<file path="src/rtl/rv_mul_seq_if.sv">
`default_nettype none
// ---------------------------------------------------------------------------
// rv_mul_seq_if : control/datapath bundle of the byte-serial multiply sequencer
// Revision 1.0
// ---------------------------------------------------------------------------
interface rv_mul_seq_if;
    logic       start;
    logic [3:0] a_bz;
    logic [3:0] b_bz;
    logic       busy;
    logic       done;
    logic [1:0] Ma_sel;
    logic [1:0] Mb_sel;
    logic [4:0] Mshift_val;
    logic       Mupd_reg;
    logic       Mclr_reg;

    modport master (
        output start, a_bz, b_bz,
        input  busy, done, Ma_sel, Mb_sel, Mshift_val, Mupd_reg, Mclr_reg
    );

    modport slave (
        input  start, a_bz, b_bz,
        output busy, done, Ma_sel, Mb_sel, Mshift_val, Mupd_reg, Mclr_reg
    );
endinterface
`default_nettype wire

</file>
<file path="src/rtl/rv_mul_seq.sv">
`default_nettype none
// ---------------------------------------------------------------------------
// rv_mul_seq : sequencer issuing byte partial products (i+j<=3) for a 32-bit MUL
// Revision 1.0
// ---------------------------------------------------------------------------
module rv_mul_seq #(
    parameter int SKIP_ZERO = 1,
    parameter int BYTES     = 4
) (
    input  wire logic    clk,
    input  wire logic    rst,
    rv_mul_seq_if.slave  mul
);
    localparam int NSTEPS = BYTES * (BYTES + 1) / 2;

    localparam logic [1:0] S_IDLE = 2'd0;
    localparam logic [1:0] S_CLR  = 2'd1;
    localparam logic [1:0] S_ACC  = 2'd2;
    localparam logic [1:0] S_DONE = 2'd3;

    // Step s -> (i, j), ordered by i then j over the pairs with i+j <= 3
    function automatic logic [1:0] step_i(input int s);
        case (s)
            0, 1, 2, 3: step_i = 2'd0;
            4, 5, 6:    step_i = 2'd1;
            7, 8:       step_i = 2'd2;
            default:    step_i = 2'd3;
        endcase
    endfunction

    function automatic logic [1:0] step_j(input int s);
        case (s)
            0, 4, 7, 9: step_j = 2'd0;
            1, 5, 8:    step_j = 2'd1;
            2, 6:       step_j = 2'd2;
            default:    step_j = 2'd3;
        endcase
    endfunction

    logic [1:0]        r_state;
    logic [1:0]        w_state_nxt;
    logic [3:0]        r_step;
    logic [3:0]        w_step_nxt;
    logic [NSTEPS-1:0] r_mask;
    logic [NSTEPS-1:0] w_mask_in;
    logic [NSTEPS-1:0] w_avail;
    logic              w_found;
    logic [3:0]        w_first;
    logic [1:0]        w_i;
    logic [1:0]        w_j;
    logic [1:0]        w_sum;

    for (genvar s = 0; s < NSTEPS; s++) begin : g_mask
        assign w_mask_in[s] = (SKIP_ZERO != 0) &&
                              (mul.a_bz[step_i(s)] || mul.b_bz[step_j(s)]);
    end

    // Lowest unmasked step: any step from CLR, only later steps from ACC
    always_comb begin
        w_avail = '0;
        w_found = 1'b0;
        w_first = '0;
        for (int k = 0; k < NSTEPS; k++) begin
            w_avail[k] = !r_mask[k] && ((r_state == S_CLR) || (k > int'(r_step)));
        end
        for (int k = NSTEPS - 1; k >= 0; k--) begin
            if (w_avail[k]) begin
                w_found = 1'b1;
                w_first = 4'(k);
            end
        end
    end

    always_ff @(posedge clk) begin
        if (!rst) begin
            r_state <= S_IDLE;
            r_step  <= '0;
            r_mask  <= '0;
        end else begin
            r_state <= w_state_nxt;
            r_step  <= w_step_nxt;
            if (r_state == S_IDLE && mul.start) begin
                r_mask <= w_mask_in;
            end
        end
    end

    always_comb begin
        w_state_nxt = r_state;
        w_step_nxt  = r_step;
        case (r_state)
            S_IDLE: begin
                if (mul.start) begin
                    w_state_nxt = S_CLR;
                end
            end
            S_CLR, S_ACC: begin
                if (w_found) begin
                    w_state_nxt = S_ACC;
                    w_step_nxt  = w_first;
                end else begin
                    w_state_nxt = S_DONE;
                end
            end
            default: begin
                w_state_nxt = S_IDLE;
            end
        endcase
    end

    assign w_i   = step_i(int'(r_step));
    assign w_j   = step_j(int'(r_step));
    assign w_sum = w_i + w_j;

    always_comb begin
        mul.busy       = 1'b0;
        mul.done       = 1'b0;
        mul.Ma_sel     = '0;
        mul.Mb_sel     = '0;
        mul.Mshift_val = '0;
        mul.Mupd_reg   = 1'b0;
        mul.Mclr_reg   = 1'b0;
        case (r_state)
            S_CLR: begin
                mul.busy     = 1'b1;
                mul.Mclr_reg = 1'b1;
            end
            S_ACC: begin
                mul.busy       = 1'b1;
                mul.Ma_sel     = w_i;
                mul.Mb_sel     = w_j;
                mul.Mshift_val = {w_sum, 3'b000};
                mul.Mupd_reg   = 1'b1;
            end
            S_DONE: begin
                mul.busy = 1'b1;
                mul.done = 1'b1;
            end
            default: begin
            end
        endcase
    end
endmodule
`default_nettype wire

</file>
<file path="src/flat_wrapper.sv">
// flat-port wrapper written by rule: the top's interface ports become plain ports
module rv_mul_seq_flat 
#(
    parameter int SKIP_ZERO = 1,
    parameter int BYTES     = 4
)
  (clk, rst, mul_start, mul_a_bz, mul_b_bz, mul_busy, mul_done, mul_Ma_sel, mul_Mb_sel, mul_Mshift_val, mul_Mupd_reg, mul_Mclr_reg);
  rv_mul_seq_if mul_i ();
  input  wire logic clk;
  input  wire logic rst;
  input wire logic [$bits(mul_i.start)-1:0] mul_start;
  input wire logic [$bits(mul_i.a_bz)-1:0] mul_a_bz;
  input wire logic [$bits(mul_i.b_bz)-1:0] mul_b_bz;
  output wire logic [$bits(mul_i.busy)-1:0] mul_busy;
  output wire logic [$bits(mul_i.done)-1:0] mul_done;
  output wire logic [$bits(mul_i.Ma_sel)-1:0] mul_Ma_sel;
  output wire logic [$bits(mul_i.Mb_sel)-1:0] mul_Mb_sel;
  output wire logic [$bits(mul_i.Mshift_val)-1:0] mul_Mshift_val;
  output wire logic [$bits(mul_i.Mupd_reg)-1:0] mul_Mupd_reg;
  output wire logic [$bits(mul_i.Mclr_reg)-1:0] mul_Mclr_reg;
  assign mul_i.start = mul_start;
  assign mul_i.a_bz = mul_a_bz;
  assign mul_i.b_bz = mul_b_bz;
  assign mul_busy = mul_i.busy;
  assign mul_done = mul_i.done;
  assign mul_Ma_sel = mul_i.Ma_sel;
  assign mul_Mb_sel = mul_i.Mb_sel;
  assign mul_Mshift_val = mul_i.Mshift_val;
  assign mul_Mupd_reg = mul_i.Mupd_reg;
  assign mul_Mclr_reg = mul_i.Mclr_reg;
  rv_mul_seq #(.SKIP_ZERO(SKIP_ZERO), .BYTES(BYTES)) u_core (.clk(clk), .rst(rst), .mul(mul_i));
endmodule
</file>
<file path="config.mk">
export PLATFORM = sky130hd
export DESIGN_NAME = rv_mul_seq_flat
export DESIGN_NICKNAME = d
export VERILOG_FILES = /design/src/rtl/rv_mul_seq_if.sv /design/src/rtl/rv_mul_seq.sv /design/src/flat_wrapper.sv
export SDC_FILE = /design/constraint.sdc
export NUM_CORES = 1
export LEC_CHECK = 0
export ABC_AREA = 1
export ABC_CLOCK_PERIOD_IN_PS = 4900
export BUFFER_PORTS_ARGS = -buffer_cell sky130_fd_sc_hd__buf_2
export CAP_MARGIN = 20
export CORE_ASPECT_RATIO = 1.5
export CORE_MARGIN = 5
export CORE_UTILIZATION = 58
export DETAILED_ROUTE_END_ITERATION = 8
export PLACE_DENSITY = 0.82
export SETUP_SLACK_MARGIN = 0.1
export SYNTH_ARGS = -nofsm -noshare
export SYNTH_HDL_FRONTEND = slang
export SYNTH_SLANG_ARGS = --single-unit
</file>
<file path="constraint.sdc">
create_clock -name clk -period 4.9 [get_ports clk]
set_input_delay 0.735 -clock clk [delete_from_list [all_inputs] [get_ports clk]]
set_output_delay 0.735 -clock clk [all_outputs]
set_load 0.005 [all_outputs]
</file>
; ---- Word level (Yosys, flattened, before mapping)
; Memories as Yosys holds them, arrays and structs flattened. A register that Yosys moved wholly into a read port is not among the register bits.
; Cells that the tools add are included.
[totals]
wordCells = 97
romBits = 64
n_memories = 2
out_inout_bits = 13
regBits = 16
[classes]
reduce_logical = 44
order_cmp = 9
n_addsub = 1
muxes = 34
eq_ne = 4
[mem_list]
columns = memory, words, width, read_ports, rd_ports_with_merged_regs, wr, line_no
row1 = (no name shown), 16, 2, 1, 1, 0, rv_mul_seq.sv:32  ; case (s)
row2 = (no name shown), 16, 2, 1, 1, 0, rv_mul_seq.sv:23  ; case (s)
[op_table]
columns = operator, count
row1 = $mux W4, 14
row2 = $logic_or A1 B1 Y1, 19
row3 = $gt A3 B4 Y1 const A, 4
row4 = $mux W1, 15
row5 = $logic_and A1 B1 Y1, 11
row6 = $logic_not A1 Y1, 10
row7 = $gt A2 B4 Y1 const A, 2
row8 = $gt A4 B4 Y1 const A, 2
row9 = $mux W2, 3
row10 = $mux W5, 1
row11 = $eq A2 B2 Y1 const B, 2
row12 = $gt A1 B4 Y1 const A, 1
row13 = $pmux W2 S2, 1
row14 = $reduce_or A3 Y1, 1
row15 = $add A2 B2 Y2, 1
row16 = $eq A2 B1 Y1 const B, 1
row17 = $logic_not A2 Y1, 1
row18 = $ne A2 B2 Y1 const B, 1
row19 = $reduce_and A2 Y1, 1
row20 = $reduce_or A2 Y1, 1

; ---- Longest topological paths before layout
[depth]
depth_word = 16
depth_mapped = 19
ltp_nobuf = 19

; ---- Worst setup path before layout
; No wires, ideal clock.
[synth_path]
path_type = flip-flop to flip-flop
startpoint = register u_core.r_state[1]
endpoint = register u_core.w_i[0] (netlist name)
path_stages_with_launch = 17
path_buffers = 0
setup_slack_ns = 3.027
setup_time_ns = 0.119
arrival_time_ns = 1.755
path_cell_list = dfxtp_1 > inv_1 > ha_1 > inv_2 > nand3_1 > nand2_1 > nand2_1 > nand2_2 > nand2_2 > nor2_4 > nand3_2 > nand2_4 > nand2_1 > nand3_2 > nand2_1 > o21ai_0 > nand2_1
[synth_between]
elab_chain_len = 16
elab_cells_between_ends = 45
[synth_rtl]
columns = item, line_no
row1 = from (decl), rv_mul_seq.sv:40  ; logic [1:0] r_state;
row2 = from (signal assigned), rv_mul_seq.sv:80  ; r_state <= w_state_nxt;
row3 = $eq A2 B1 Y1, "rv_mul_seq.sv:64, rv_mul_seq.sv:91"
row4 = $logic_or A1 B1 Y1, rv_mul_seq.sv:64  ; w_avail[k] = !r_mask[k] && ((r_state == S_CLR) || (k > int'(r_step)));
row5 = $logic_and A1 B1 Y1, rv_mul_seq.sv:64
row6 = $mux W1 (10 in series), rv_mul_seq.sv:67  ; if (w_avail[k]) begin
row7 = $reduce_and A2 Y1 (no line), n/a
row8 = $mux W4 (no line) * (2 in series), n/a
; Mark *: on every way between the ends. The rest lies on a longest branch, timed or not.
; A chain may end at the register's enable or synchronous reset.

; ---- Final worst setup path
[layout_path]
startpoint = register u_core.r_state[1]
endpoint = register u_core.w_i[0] (netlist name)
[layout_between]
elab_chain_len = 16
elab_cells_between_ends = 45
[layout_rtl]
columns = item, line_no
row1 = $eq A2 B1 Y1, "rv_mul_seq.sv:64, rv_mul_seq.sv:91"
row2 = $logic_or A1 B1 Y1, rv_mul_seq.sv:64
row3 = $logic_and A1 B1 Y1, rv_mul_seq.sv:64
row4 = $mux W1 (10 in series), rv_mul_seq.sv:67
row5 = $reduce_and A2 Y1 (no line), n/a
row6 = $mux W4 (no line) * (2 in series), n/a
; Marked as above.

==> flow_summary.yaml <==
outcome:
  status: "completed"
die:
  die_w_um: 47.6
  ios: 24
  die_height_um: 66.4
  initial_core_util_pct: 60.7
  die_area_mm2: 0.00316
  core_area_mm2: 0.00203
  num_rows: 20
critical_path:
  crit_fanout: 7
  crit_path_end_kind: "flip-flop"
  critical_path_arrival_ns: 2.39
  required_ns: 5.11
  path_class: "flip-flop to flip-flop"
  startpoint_type: "flip-flop"
global_route:
  antenna_found_initial: 0
  grt_max_degree: 19
  grt_use_total_pct: 20.9
  grt_pass1_wl_um: 4840
  overflow: 0
  grt_pass1_vias: 1211
clock_network:
  numCtsBuffers: 3
  clkSlewWorstSetupHoldPaths_ns: 0.12
  cts_hold_buf: 0
  post_cts_buffers: 0
  cts_sinks: 20
  cts_buffer_depth: 2
  cts-root-buf: "clkbuf_4"
  insertion_delay_ns: 0.31
  htree_num_levels: 1
  cts_tree: "yes"
  cts_resized: 0
sta:
  relSlewSlack_pct: 61.9
  period_needed_ns: 2.18
  finClkSkew_ns: 0.00468
  setup_viol: 0
  tightest_slew_ns: 0.570
  hold_violations: 0
  finalCritPeriodShare_pct: 44.5
  max_freq_mhz: 458
  rsz0062_at_grt: "false"
  drv_slew: 0
  setup-tns-final_ns: 0
  setup_slack_ns: 2.72
  whs_ns: 0.480
logic_synthesis:
  ys_ff_latch: 20
  syn-cell-area_mm2: 0.00123
  avgSynthCellArea_um2: 6.80
  async_reset_ff_share_pct: 0
  synth_edf_count: 0
  synthCells: 181
  ys_warn_count: 0
  synth_flop_cell: "dfxtp_1"
  ys_seq_area_share_pct: 32.5
  synth.distinct_cells: 30
final_layout:
  diodes: 0
  drive_above_1_share_pct: 22.7
  finalNetCount: 221
  final_util_pct: 68.7
  syn2layout_area_growth_pct: 13.1
power:
  p_per_area_mw_per_mm2: 505
  leakagePower_nw: 0.738
  finalPower_w: 0.000704
  max-vdd-ir-drop_mv: 0.328
flow_run:
  drv_cap: 0
routing:
  drt_wl_total_um: 2830
  final_antenna_net_count: 0
  vias: 1196
  vias_per_cell: 5.32
  drc: 0
  dr.pass1.iters: 4
  drtIter0Drc: 37
  wl_per_cell_um: 12.6
place:
  io_buffer_count: 20
  place_ws_ns: 2.75
  finalWeightedCongestion: 0.844
  hpwl_um: 2270
hold_path:
  hp-class: "flip-flop to flip-flop"
## cell usage in the layout (no fill, tap or decap), types with 2 or more instances in the layout
cell type / count
nand2_2: 8
conb_1: 3
buf_2: 20
a211oi_1: 7
ha_1: 6
dfxtp_1: 20
nor3_1: 10
a21oi_1: 4
nand3_2: 2
nand3_1: 11
inv_1: 27
inv_2: 4
clkbuf_4: 3
nand2_1: 43
nor2_1: 13
o21ai_0: 7
## final cells by class
| class | count | area [um^2] |
|---|---|---|
| Timing Repair Buffer | 20 | 100 |
| Clock buffer | 3 | 22.5 |
| Tap cell | 22 | 27.5 |
| Sequential cell | 20 | 400 |
| Inverter | 33 | 125 |
| Clock inverter | 1 | 30.0 |
| Fill cell | 186 | 634 |
| Multi-Input combinational cell | 126 | 687 |
## metrics by stage
stage,area (um^2),instances
2_1_floorplan,1240,183
3_3_place_gp,1340,221
3_5_place_dp,1340,221
4_1_cts,1390,225
5_1_grt,1390,225
6_report,1390,225
## synthesized netlist by cell type (all sizes together) (2+ instances only)
cell type / n / share of area [%]
ha: 6 / 6.1
inv: 31 / 9.5
dfxtp: 20 / 33
clkinv: 2 / 0.71
nand2: 52 / 18
o21ai: 9 / 4.0
a21oi: 6 / 3.7
nor3: 10 / 4.1
nor2: 15 / 5.4
a211oi: 7 / 4.3
buf: 3 / 1.8
nand3: 13 / 6.1
## sequential cells by signal, summed over array words and instances (netlist names)
signal,count
u_core.w_i,2
u_core.r_step,4
u_core.r_mask,10
u_core.w_j,2
u_core.r_state,2
## critical path: stages (launching register included)
cell and delay (ns):
dfxtp_1 0.39, inv_1 0.09, ha_1 0.24, inv_2 0.14, nand3_1 0.12, nand2_1 0.08, nand2_1 0.06, nand2_2 0.07
nand2_2 0.07, nor2_4 0.11, nand3_2 0.12, nand2_4 0.10, nor2_1 0.05, nand2_2 0.09, nand2_1 0.09, o21ai_0 0.18
nand2_1 0.07
## path summary, 6_finish.rpt
path / start / to / slack [ns] / depth (start not counted)
worst max register to register: u_core.r_state[1] / u_core.w_i[0] / 2.72 / 16
worst min register to register: u_core.r_mask[8] / u_core.r_mask[8] / 0.48 / 2
worst max-delay path: u_core.r_state[1] / u_core.w_i[0] / 2.72 / 16
worst min-delay path: u_core.r_mask[8] / u_core.r_mask[8] / 0.48 / 2
## logic make-up (layout without fill, tap and decap cells)
logic type	after synthesis	after routing	synth area share [%]
simple gates	93	93	35.3
buf+inv	37	57	12.3
compound gates	23	23	12.8
flops	20	20	32.5
fa+ha+maj	6	6	6.10
other cells	1	3	0.305
xor+xnor	1	1	0.712
## power by group
| group | switching [W] | leakage, nW | total, W | internal, W |
|---|---|---|---|---|
| Sequential | 0.0000295 | 0.165 | 0.000236 | 0.000206 |
| Clock | 0.0000535 | 0.0279 | 0.000136 | 0.0000828 |
| Combinational | 0.000216 | 0.545 | 0.000332 | 0.000116 |
## metal layers
metal	track usage, %	vias up	share of wire [%]
li1	-	608	-
met1	20.5	542	36
met2	40.6	38	56
met3	3.27	8	5.8
met4	7.07	0	1.8
met5	0	-	0
Power figures use the tool's default switching activity.
